## config.mk

```make
export PLATFORM = sky130hd
export DESIGN_NAME = unit_output_arbiter_flat
export DESIGN_NICKNAME = d
export VERILOG_FILES = /design/src/rtl/unit_output_arbiter_if.sv /design/src/rtl/unit_output_arbiter.sv /design/src/flat_wrapper.sv
export SDC_FILE = /design/constraint.sdc
export NUM_CORES = 1
export LEC_CHECK = 0
export BUFFER_PORTS_ARGS = -buffer_cell sky130_fd_sc_hd__buf_2
export CAP_MARGIN = 10
export CORE_ASPECT_RATIO = 0.5
export CORE_MARGIN = 1.5
export CORE_UTILIZATION = 45
export DETAILED_ROUTE_END_ITERATION = 16
export PLACE_DENSITY = 0.79
export SLEW_MARGIN = 5
export SYNTH_ARGS = -nofsm -noshare
export SYNTH_HDL_FRONTEND = slang
export SYNTH_SLANG_ARGS = --single-unit
export TNS_END_PERCENT = 100
```

## constraint.sdc

```tcl
create_clock -name CLK -period 3.5 [get_ports CLK]
set_clock_uncertainty 0.15 [all_clocks]
set_input_delay 0.7 -clock CLK [delete_from_list [all_inputs] [get_ports CLK]]
set_output_delay 0.7 -clock CLK [all_outputs]
set_load 0.005 [all_outputs]
```

## src/rtl/unit_output_arbiter_if.sv

```systemverilog
// Bundle of the unit-side FWFT read ports and the merged downstream write port
// of the output arbiter. The arbiter takes the master view and the environment
// (unit buffers plus downstream FIFO) takes the slave view.
interface unit_output_arbiter_if #(
    parameter int N_UNITS = 4,
    parameter int WIDTH   = 16
);
    logic [N_UNITS*WIDTH-1:0] unit_dout;
    logic [N_UNITS-1:0]       unit_empty;
    logic [N_UNITS-1:0]       unit_rd_en;
    logic [WIDTH-1:0]         dout;
    logic                     wr_en;
    logic                     afull;
    logic                     pkt_done;
    logic [15:0]              pkt_count;
    logic [3:0]               cur_unit;

    modport master (
        input  unit_dout, unit_empty, afull,
        output unit_rd_en, dout, wr_en, pkt_done, pkt_count, cur_unit
    );

    modport slave (
        output unit_dout, unit_empty, afull,
        input  unit_rd_en, dout, wr_en, pkt_done, pkt_count, cur_unit
    );
endinterface

```

## src/rtl/unit_output_arbiter.sv

```systemverilog
// Round-robin packet arbiter: merges fixed-length packets from N_UNITS
// first-word-fall-through unit buffers into one registered word stream.
// A started packet is always forwarded whole; source underrun or downstream
// almost-full only stalls it.
module unit_output_arbiter #(
    parameter int N_UNITS = 4,
    parameter int WIDTH   = 16,
    parameter int PKT_LEN = 8
) (
    input  logic CLK,
    input  logic rst,
    unit_output_arbiter_if.master bus
);
    localparam int SEL_W = (N_UNITS > 1) ? $clog2(N_UNITS) : 1;
    localparam int CNT_W = $clog2(PKT_LEN);
    localparam logic [CNT_W-1:0] LAST_WORD = CNT_W'(PKT_LEN - 1);
    localparam logic [SEL_W-1:0] LAST_UNIT = SEL_W'(N_UNITS - 1);

    typedef enum logic {
        IDLE,
        XFER
    } state_t;

    state_t             state_q, state_d;
    logic [SEL_W-1:0]   sel_q, sel_d;
    logic [SEL_W-1:0]   last_q;
    logic [SEL_W-1:0]   pick;
    logic [SEL_W-1:0]   rr_idx;
    logic               any_req;
    logic               pop;
    logic               last_pop;
    logic [CNT_W-1:0]   word_cnt_q;
    logic [WIDTH-1:0]   src_word;

    logic [WIDTH-1:0]   dout_p1;
    logic               wr_en_p1;
    logic               pkt_done_p1;
    logic [15:0]        pkt_count_r;

    // Round-robin search: first non-empty unit upward from last+1, wrapping.
    always_comb begin
        pick    = last_q;
        rr_idx  = '0;
        any_req = 1'b0;
        // Walk downward so the closest candidate (smallest offset) wins.
        for (int k = N_UNITS; k >= 1; k--) begin
            rr_idx = SEL_W'((int'(last_q) + k) % N_UNITS);
            if (!bus.unit_empty[rr_idx]) begin
                pick    = rr_idx;
                any_req = 1'b1;
            end
        end
    end

    // Word mux from the selected unit and its one-hot pop strobe.
    always_comb begin
        src_word       = '0;
        bus.unit_rd_en = '0;
        for (int u = 0; u < N_UNITS; u++) begin
            if (sel_q == SEL_W'(u)) begin
                src_word          = bus.unit_dout[u*WIDTH +: WIDTH];
                bus.unit_rd_en[u] = pop;
            end
        end
    end

    // Next-state logic; pops are suppressed during reset so no word is lost.
    always_comb begin
        state_d  = state_q;
        sel_d    = sel_q;
        pop      = 1'b0;
        last_pop = 1'b0;
        case (state_q)
            IDLE: begin
                if (any_req) begin
                    sel_d   = pick;
                    state_d = XFER;
                end
            end
            XFER: begin
                pop      = !bus.unit_empty[sel_q] && !bus.afull && !rst;
                last_pop = pop && (word_cnt_q == LAST_WORD);
                if (last_pop) begin
                    state_d = IDLE;
                end
            end
            default: state_d = IDLE;
        endcase
    end

    // FSM state register, grant and round-robin pointer.
    always_ff @(posedge CLK) begin
        if (rst) begin
            state_q <= IDLE;
            sel_q   <= '0;
            last_q  <= LAST_UNIT;
        end else begin
            state_q <= state_d;
            sel_q   <= sel_d;
            if (last_pop) begin
                last_q <= sel_q;
            end
        end
    end

    // Stage p1: popped word, write strobe, packet accounting.
    always_ff @(posedge CLK) begin
        if (rst) begin
            word_cnt_q  <= '0;
            dout_p1     <= '0;
            wr_en_p1    <= 1'b0;
            pkt_done_p1 <= 1'b0;
            pkt_count_r <= '0;
        end else begin
            wr_en_p1    <= pop;
            pkt_done_p1 <= last_pop;
            if (pop) begin
                dout_p1    <= src_word;
                word_cnt_q <= last_pop ? '0 : word_cnt_q + 1'b1;
            end
            if (last_pop) begin
                pkt_count_r <= pkt_count_r + 16'd1;
            end
        end
    end

    assign bus.dout      = dout_p1;
    assign bus.wr_en     = wr_en_p1;
    assign bus.pkt_done  = pkt_done_p1;
    assign bus.pkt_count = pkt_count_r;
    assign bus.cur_unit  = 4'(sel_q);

endmodule

```

## src/flat_wrapper.sv

```systemverilog
// flat-port wrapper written by rule: the top's interface ports become plain ports
module unit_output_arbiter_flat 
#(
    parameter int N_UNITS = 4,
    parameter int WIDTH   = 16,
    parameter int PKT_LEN = 8
)
  (CLK, rst, bus_unit_dout, bus_unit_empty, bus_afull, bus_unit_rd_en, bus_dout, bus_wr_en, bus_pkt_done, bus_pkt_count, bus_cur_unit);
  unit_output_arbiter_if #(.N_UNITS(N_UNITS), .WIDTH(WIDTH)) bus_i ();
  input  logic CLK;
  input  logic rst;
  input wire logic [$bits(bus_i.unit_dout)-1:0] bus_unit_dout;
  input wire logic [$bits(bus_i.unit_empty)-1:0] bus_unit_empty;
  input wire logic [$bits(bus_i.afull)-1:0] bus_afull;
  output wire logic [$bits(bus_i.unit_rd_en)-1:0] bus_unit_rd_en;
  output wire logic [$bits(bus_i.dout)-1:0] bus_dout;
  output wire logic [$bits(bus_i.wr_en)-1:0] bus_wr_en;
  output wire logic [$bits(bus_i.pkt_done)-1:0] bus_pkt_done;
  output wire logic [$bits(bus_i.pkt_count)-1:0] bus_pkt_count;
  output wire logic [$bits(bus_i.cur_unit)-1:0] bus_cur_unit;
  assign bus_i.unit_dout = bus_unit_dout;
  assign bus_i.unit_empty = bus_unit_empty;
  assign bus_i.afull = bus_afull;
  assign bus_unit_rd_en = bus_i.unit_rd_en;
  assign bus_dout = bus_i.dout;
  assign bus_wr_en = bus_i.wr_en;
  assign bus_pkt_done = bus_i.pkt_done;
  assign bus_pkt_count = bus_i.pkt_count;
  assign bus_cur_unit = bus_i.cur_unit;
  unit_output_arbiter #(.N_UNITS(N_UNITS), .WIDTH(WIDTH), .PKT_LEN(PKT_LEN)) u_core (.CLK(CLK), .rst(rst), .bus(bus_i));
endmodule
```

==> reports/qor.yml, run 1 <==
status: "complete, no violations"
drc_errors: 0
drt_wl_total_um: 5510
ios: 113
final_area_um2: 2870
hold_end: "u_core.bus.dout[10]$_SDFFE_PP0N_"
rsz0062_at_grt: "false"
yosysSeqAreaShare_pct: 38.3
hold_depth: 2
drt_iter0_markers: 82
cts_buffers: 5
die_h_um: 52.4
grt_max_degree: 41
antenna_found_initial: 0
powerDensity_nw_per_um2: 352
setup_violations: 0
postSynthCellCount: 237
p_leak_nw: 1.23
crit_type: "in2out"
crit_top_cell: "buf_2"
place.gp.congestion: 0.765
clock-root-buffer: "clkbuf_8"
ant_nets: 0
clk_latency_ns: 0.30
avgRoutedWirePerCell_um: 13.5
hold_start: "u_core.bus.dout[10]$_SDFFE_PP0N_"
cts_tree: "done"
cts.sink_count: 42
h-tree-depth: 2
ys.flop_type: "dfxtp_1"
slowest_stage: "mux4_2"
track_usage_pct: 20.9
cp_top_family: "simple AND/OR/NAND/NOR gates"
async_flop_share_pct: 0
fin_crit_sh_pct: 87.8
drt_pass1_iterations: 4
end_kind: "output port"
reg2reg_from: "u_core.sel_q[0]$_SDFFE_PP0P_"
finalSetupTns_ns: 0
rrSetupSlack_ns: 1.20
syn_area_um2: 2190
die_area_um2: 5330
grt-ovfl-total: 0
core_um2: 4530
place_area_um2: 2770
path_cells: "buf_2 > mux4_2 > or2_4 > inv_1 > nand2_1 > nor2_1 > buf_2"
n_antenna_cell: 0
cp_data_required_time_ns: 2.65
dp_cells: 399
viasPerCell: 5.29
die_w_um: 102
critPathArrivalTime_ns: 2.22
path_buf_inv: 3
grt_pass1_wl_um: 8560
irDropWorstVdd_v: 0.000161
hold_buffers: 0
slowest_delay_ns: 0.55
clockBufferDepth: 2
start_kind: "primary input"
post-route-util_pct: 63.4
initial_utilization_pct: 48.4
max_slew_margin_pct: 63.8
stdcell_count: 407
layout.nets: 414
num_vias: 2154
clk_pin_slew_worst_paths_ns: 0.08
syn_area_per_cell_um2: 9.25
setup_ws_ns: 0.428
crit_fanout: 40
cts-resized-gates: 0
synth-seq-cells: 42
post_cts_buffers: 0
max_freq_mhz: 326
ys_types: 35
hold_class: "reg2reg"
reg2regPathDepth: 4
area_growth_syn_to_layout_pct: 31.0
post_route_cells_drive_above_1_share_pct: 41.3
period_minus_slack_ns: 3.07
io_buffers: 110
dp_slack_ns: 0.415
place_hpwl_um: 4040
r2r-end: "u_core.bus.pkt_count[12]$_SDFFE_PP0P_"
cap_violations: 0
ys.warnings.count: 0
tightest_slew_ns: 0.540
grt_pass1_vias: 1966
rows: 17
slew_viol_final: 0
hold_viol: 0
synth_edf_count: 0
sequential cells by signal, summed over array words and instances, names as in the netlist:
register	count
u_core.bus.dout	16
u_core.word_cnt_q	3
u_core.sel_q	2
u_core.bus.pkt_count	16
u_core.bus.wr_en	1
u_core.last_q	2
u_core.bus.pkt_done	1
u_core.state_q	1
per-stage QoR:
stage / hold WS [ns] / total power [W]
after CTS: 0.305 / 0.00102
after global placement: 0.290 / 0.000636
final: 0.305 / 0.00101
after global routing: 0.321 / 0.00105
after floorplan: 0.286 / 0.000586
after detailed placement: 0.294 / 0.000642
final cells by class:
class | instances | area, µm²
Clock buffer | 5 | 68.8
Clock inverter | 3 | 40.0
Fill cell | 409 | 1660
Inverter | 8 | 30.0
Multi-Input combinational cell | 169 | 1230
Sequential cell | 42 | 841
Tap cell | 66 | 82.6
Timing Repair Buffer | 114 | 581
worst reg2reg max path, cell delays in order (launching register included):
cell and delay [ns]:
dfxtp_1 0.37, mux4_2 0.60, or2_4 0.41, or4_1 0.56, a21oi_1 0.15
worst max path at each step:
| stage | startpoint | endpoint | slack, ns | depth (start not counted) |
|---|---|---|---|---|
| 2_1_floorplan | bus_afull | bus_unit_rd_en[3] | 0.51 | 7 |
| 3_3_place_gp | bus_unit_empty[3] | bus_unit_rd_en[1] | 0.47 | 7 |
| 3_5_place_dp | bus_unit_empty[3] | bus_unit_rd_en[1] | 0.41 | 7 |
| 4_1_cts | bus_unit_empty[3] | bus_unit_rd_en[1] | 0.42 | 7 |
| 5_1_grt | bus_unit_empty[3] | bus_unit_rd_en[1] | 0.31 | 7 |
| 6_report | bus_unit_empty[3] | bus_unit_rd_en[1] | 0.43 | 7 |
cell usage in the layout (no fill, tap or decap), types with 3 or more instances in the layout:
cell type and instances:
buf_2 110, nand2_1 43, dfxtp_1 42, a21oi_1 29, mux4_2 17, nor2_1 11, inv_1 8, nand3_1 7
o31ai_1 7, or4_1 7, xnor2_1 6, clkbuf_8 5, nor4_1 4, buf_4 4, and3_1 3, nor3_1 3
nor2b_1 3, mux2i_1 3, or3_1 3, ha_1 3
cell families after synthesis:
| group | after synthesis | share of synthesized area (%) |
|---|---|---|
| DFF | 42 | 38.3 |
| buffers and inverters | 27 | 5.70 |
| AOI/OAI and AO/OA | 44 | 11.7 |
| adders and majority gates | 3 | 1.71 |
| xor gates and xnor gates | 6 | 2.40 |
| muxes | 20 | 18.8 |
| other | 1 | 0.171 |
| and+or+nand+nor | 94 | 21.2 |
power breakdown:
part | internal [W] | switching [W]
logic | 0.0000783 | 0.0000607
registers | 0.000486 | 0.00000489
clock network | 0.000210 | 0.000171
cell usage after synthesis (all sizes together), types with 2 or more instances:
master / number / area share [%]
xnor2: 6 / 2.4
dfxtp: 42 / 38
buf: 5 / 1.9
mux4: 17 / 17
nor3: 4 / 1.1
ha: 3 / 1.7
nor4: 4 / 1.1
nor2b: 3 / 0.86
o31ai: 7 / 2.4
a21oi: 29 / 6.6
a211o: 2 / 0.80
clkbuf: 14 / 2.4
and3: 3 / 0.86
inv: 8 / 1.4
nor2: 11 / 1.9
mux2i: 3 / 1.4
nand4: 2 / 0.57
nand2: 43 / 7.4
or3: 3 / 0.86
o22ai: 2 / 0.57
or4: 7 / 2.4
nand2b: 2 / 0.57
nand3: 7 / 1.6
o211ai: 2 / 0.68
routing by layer:
metal  track usage, %  share of wire, %
met2             36.6                50
met4             7.18               1.1
met1             25.6                43
met3             5.33               6.1
met5                0                 0
(Power assumes the default switching activity.)
==> run 2, diff against run 1 <==
--- a/config.mk
+++ b/config.mk
@@ -7,11 +7,13 @@
 export LEC_CHECK = 0
 export BUFFER_PORTS_ARGS = -buffer_cell sky130_fd_sc_hd__buf_2
 export CAP_MARGIN = 10
+export CELL_PAD_IN_SITES_DETAIL_PLACEMENT = 1
+export CELL_PAD_IN_SITES_GLOBAL_PLACEMENT = 2
 export CORE_ASPECT_RATIO = 0.5
 export CORE_MARGIN = 1.5
-export CORE_UTILIZATION = 45
+export CORE_UTILIZATION = 25
 export DETAILED_ROUTE_END_ITERATION = 16
-export PLACE_DENSITY = 0.79
+export PLACE_DENSITY_LB_ADDON = 0.1
 export SLEW_MARGIN = 5
 export SYNTH_ARGS = -nofsm -noshare
 export SYNTH_HDL_FRONTEND = slang
==> constraint.sdc (replaced) <==
create_clock -name CLK -period 3.5 [get_ports CLK]
set_clock_uncertainty 0.15 [all_clocks]
set_input_delay 0.7 -clock CLK [delete_from_list [all_inputs] [get_ports CLK]]
set_output_delay 0.7 -clock CLK [all_outputs]
set_load 0.02 [all_outputs]
==> reports/qor.yml, run 2 (synthesized netlist as in run 1, its figures left out) <==
end_kind: "output port"
cts_tree: "done"
hold_viol: 0  # unchanged
max_freq_mhz: 336  # +3.3%
hold_buffers: 0  # unchanged
setup_violations: 0  # unchanged
p_leak_nw: 1.25  # +2.0%
area_growth_syn_to_layout_pct: 36.5
grt_pass1_wl_um: 11000  # +29%
n_antenna_cell: 0  # unchanged
io_buffers: 110  # unchanged
ant_nets: 0  # unchanged
final_area_um2: 2990  # +4.1%
cap_violations: 0  # unchanged
die_area_um2: 9380  # +76%
finalSetupTns_ns: 0  # unchanged
irDropWorstVdd_v: 0.000198  # +23%
post_route_cells_drive_above_1_share_pct: 40.9  # -0.41 points
grt-ovfl-total: 0  # unchanged
initial_utilization_pct: 26.6  # -22 points
slew_viol_final: 0  # unchanged
critPathArrivalTime_ns: 2.12  # -0.10 ns
cts.sink_count: 42  # unchanged
drt_wl_total_um: 6700  # +22%
h-tree-depth: 2  # unchanged
fin_crit_sh_pct: 84.9  # -2.8 points
crit_type: "in2out"
place_hpwl_um: 5080  # +26%
drt_iter0_markers: 53  # -35%
powerDensity_nw_per_um2: 393  # +12%
clock-root-buffer: "clkbuf_16"
grt_pass1_vias: 2267  # +15%
start_kind: "primary input"
status: "complete, no violations"
die_h_um: 69.2  # +32%
place.gp.congestion: 0.716  # -6.4%
hold_slack_ns: 0.303  # -0.00204 ns
antenna_found_initial: 0  # unchanged
cts-resized-gates: 0  # unchanged
tightest_slew_ns: 0.578  # +0.0383 ns
post_cts_buffers: 0  # unchanged
period_minus_slack_ns: 2.97  # -0.0989 ns
hold_class: "reg2reg"
clk_pin_slew_worst_paths_ns: 0.05  # -0.03 ns
cts_buffers: 5  # unchanged
num_vias: 2127  # -1.3%
layout.nets: 415  # +0.24%
die_w_um: 135  # +33%
max_slew_margin_pct: 61.3  # -2.6 points
grt_max_degree: 41  # unchanged
final_cell_mix: "buf_2 (110), nand2_1 (43), dfxtp_1 (42)"
rows: 23  # +6
crit_fanout: 7  # -83%
drc_errors: 0  # unchanged
clockBufferDepth: 2  # unchanged
place_area_um2: 2830  # +2.4%
core_um2: 8260  # +82%
drt_pass1_iterations: 4  # unchanged
track_usage_pct: 15.0  # -5.9 points
rsz0062_at_grt: "false"
final_common_cell: "buf_2"
viasPerCell: 4.69  # -11%
ios: 113  # unchanged
cp_data_required_time_ns: 2.65  # about the same
avgRoutedWirePerCell_um: 14.7  # +8.9%
clk_latency_ns: 0.29  # about the same
[run 2: cell count changes in the layout (fill, tap and decap cells not counted)]
cell and change:
buf_4 +1, clkbuf_1 +2, clkbuf_16 +5, clkbuf_8 -5, clkinv_2 -2
[run 2: worst max-delay path: stages]
cell	delay, ns
buf_2	0.13
mux4_2	0.58
or2_4	0.29
inv_1	0.09
nand2_1	0.07
nor2_1	0.10
buf_2	0.16
[run 2: metrics by stage]
stage | setup slack, ns | total power (W) | cells | util (%)
finish | 0.527 | 0.00118 | 454 | 36.2
global route | 0.418 | 0.00123 | 454 | 36.2
CTS | 0.526 | 0.00119 | 454 | 36.2
detailed placement | 0.529 | 0.000657 | 446 | 34.3
global placement | 0.572 | 0.000655 | 446 | 34.3
floorplan | 0.303 | 0.000596 | 238 | -
[run 2: path summary, 6_finish.rpt]
kind	start	endpoint	slack [ns]	depth (start not counted)
setup / recovery	bus_unit_empty[3]	bus_unit_rd_en[1]	0.53	7
hold reg to reg	u_core.bus.dout[8]$_SDFFE_PP0N_	u_core.bus.dout[8]$_SDFFE_PP0N_	0.30	2
hold / removal	u_core.bus.dout[8]$_SDFFE_PP0N_	u_core.bus.dout[8]$_SDFFE_PP0N_	0.30	2
setup reg to reg	u_core.sel_q[0]$_SDFFE_PP0P_	u_core.bus.pkt_count[9]$_SDFFE_PP0P_	1.06	5
[run 2: area by class of cell]
cell class	instances	area (µm²)
Fill cell	1000	5270
Multi-Input combinational cell	169	1230
Sequential cell	42	841
Timing Repair Buffer	115	588
Tap cell	112	140
Clock buffer	7	133
Clock inverter	1	30.0
Inverter	8	30.0
[run 2: power by group]
group | switching (W) | leakage (nW) | internal (W)
registers | 0.00000440 | 0.340 | 0.000486
logic | 0.0000740 | 0.835 | 0.0000789
clock network | 0.000194 | 0.0781 | 0.000338
total | 0.000272 | 1.25 | 0.000903
[run 2: routing by layer]
layer | vias to the layer above | global-route usage, % | share of wire (%)
met1 | 986 | 17.5 | 44
met2 | 67 | 25.7 | 47
li1 | 1066 | - | -
met3 | 8 | 6.07 | 8.3
met5 | - | 0 | 0
met4 | 0 | 3.94 | 1.0
==> run 3, diff against run 2 <==
==> constraint.sdc (replaced) <==
create_clock -name CLK -period 3.05 [get_ports CLK]
set_clock_uncertainty 0.15 [all_clocks]
set_input_delay 0.61 -clock CLK [delete_from_list [all_inputs] [get_ports CLK]]
set_output_delay 0.61 -clock CLK [all_outputs]
set_load 0.02 [all_outputs]
==> reports/qor.yml, run 3 (synthesized netlist as in run 1, its figures left out) <==
status: "complete, no violations"
die_area_um2: 9380  # unchanged
post_route_cells_drive_above_1_share_pct: 41.2  # +0.29 points
cts-resized-gates: 0  # unchanged
end_kind: "output port"
rrSetupSlack_ns: 0.63  # -0.43 ns
regArea_um2: 841  # unchanged
cp_data_required_time_ns: 2.29  # -0.36 ns
n_fill_cell: 988  # -1.2%
critPathArrivalTime_ns: 2.02  # -0.10 ns
die_w_um: 135  # unchanged
cap_violations: 0  # unchanged
reg2reg_from: "u_core.sel_q[0]$_SDFFE_PP0P_"
drt_iter0_markers: 53  # unchanged
layout.nets: 415  # unchanged
h-tree-depth: 2  # unchanged
drc_errors: 0  # unchanged
crit_type: "in2out"
ios: 113  # unchanged
clk_latency_ns: 0.28  # about the same
io_buffers: 110  # unchanged
hold_slack_ns: 0.301  # -0.00238 ns
cts_tree: "done"
post_cts_buffers: 0  # unchanged
slew_viol_final: 0  # unchanged
area_growth_syn_to_layout_pct: 35.8
multi_input_area_um2: 1230  # unchanged
reg2regPathDepth: 5  # unchanged
cts_buffers: 5  # unchanged
antenna_found_initial: 0  # unchanged
n_antenna_cell: 0  # unchanged
num_vias: 2150  # +1.1%
p_leak_nw: 1.25  # -0.34%
period_minus_slack_ns: 2.78
grt_max_degree: 41  # unchanged
final_cell_mix: "buf_2 (110), nand2_1 (43), dfxtp_1 (42)"
crit_path_start: "bus_unit_empty[3]"
place.gp.congestion: 0.719  # +0.46%
r2r-end: "u_core.bus.pkt_count[11]$_SDFFE_PP0P_"
die_h_um: 69.2  # unchanged
rsz0062_at_grt: "false"
max_freq_mhz: 360
tightest_slew_ns: 0.606  # +0.0278 ns
viasPerCell: 4.74  # +1.1%
powerDensity_nw_per_um2: 430  # +9.6%
fin_crit_sh_pct: 91.0
clockBufferDepth: 2  # unchanged
irDropWorstVdd_v: 0.000195  # -1.5%
hold_viol: 0  # unchanged
initial_utilization_pct: 26.6  # unchanged
setup_violations: 0  # unchanged
avgRoutedWirePerCell_um: 15.0  # +1.7%
rows: 23  # unchanged
max_slew_margin_pct: 59.4  # -1.9 points
cts.sink_count: 42  # unchanged
clock-root-buffer: "clkbuf_16"
clk_pin_slew_worst_paths_ns: 0.06  # about the same
crit_fanout: 7  # unchanged
grt_pass1_vias: 2266  # -0.044%
ant_nets: 0  # unchanged
grt-ovfl-total: 0  # unchanged
core_um2: 8260  # unchanged
drt_pass1_iterations: 4  # unchanged
hold_class: "reg2reg"
final_common_cell: "buf_2"
finalSetupTns_ns: 0  # unchanged
track_usage_pct: 15.1  # +0.096 points
hold_buffers: 0  # unchanged
endpoint: "bus_unit_rd_en[3]"
drt_wl_total_um: 6810  # +1.7%
place_hpwl_um: 5140  # +1.2%
start_kind: "primary input"
grt_pass1_wl_um: 11100  # +0.74%
[run 3: through the flow]
| step | instance area [µm²] | total power [W] | utilization, % | cells | worst slack, ns |
|---|---|---|---|---|---|
| final | 2980 | 0.00128 | 36.1 | 454 | 0.273 |
| after global placement | 2830 | 0.000752 | 34.3 | 446 | 0.295 |
| after global routing | 2980 | 0.00135 | 36.1 | 454 | 0.207 |
| after detailed placement | 2830 | 0.000756 | 34.3 | 446 | 0.255 |
| after floorplan | 2200 | 0.000683 | - | 238 | 0.0212 |
| after CTS | 2980 | 0.00131 | 36.1 | 454 | 0.272 |
[run 3: worst max-delay path, cell delays in order]
cell    delay [ns]
buf_2         0.13
mux4_2        0.57
or2_4         0.29
inv_1         0.09
and3_1        0.16
buf_2         0.16
[run 3: routing by layer]
layer  GRT usage [%]  vias to the layer above  wire (µm)
li1                -                     1061          -
met1            17.8                     1015       3000
met2            25.6                       66       3170
met3            5.85                        8        569
met4            4.30                        0         74
met5               0                        -          0
[run 3: how the worst min path moves through the flow]
| stage | end | start | slack (ns) | cells past startpoint |
|---|---|---|---|---|
| final | u_core.bus.dout[8]$_SDFFE_PP0N_ | u_core.bus.dout[8]$_SDFFE_PP0N_ | 0.30 | 2 |
| after global routing | u_core.bus.dout[10]$_SDFFE_PP0N_ | u_core.bus.dout[10]$_SDFFE_PP0N_ | 0.33 | 2 |
| after CTS | u_core.bus.dout[9]$_SDFFE_PP0N_ | u_core.bus.dout[9]$_SDFFE_PP0N_ | 0.31 | 2 |
| after detailed placement | u_core.bus.dout[8]$_SDFFE_PP0N_ | u_core.bus.dout[8]$_SDFFE_PP0N_ | 0.30 | 2 |
| after global placement | u_core.bus.dout[7]$_SDFFE_PP0N_ | u_core.bus.dout[7]$_SDFFE_PP0N_ | 0.29 | 2 |
| after floorplan | u_core.word_cnt_q[2]$_SDFFE_PP0N_ | u_core.word_cnt_q[2]$_SDFFE_PP0N_ | 0.29 | 2 |
[run 3: final cells by class]
cell class	instances	share of cell area, %
flip-flops and latches	42	28.2
multi-input cells	169	41.3
inverters	8	1.01
clock inverters	1	0.168
repair buffers	115	19.7
well taps	112	4.71
clock buffers	7	4.79
[run 3: where the power goes]
part	internal [W]	total (W)	switching [W]
logic	0.0000906	0.000177	0.0000859
clock network	0.000325	0.000541	0.000216
registers	0.000558	0.000563	0.00000533
total	0.000974	0.00128	0.000308
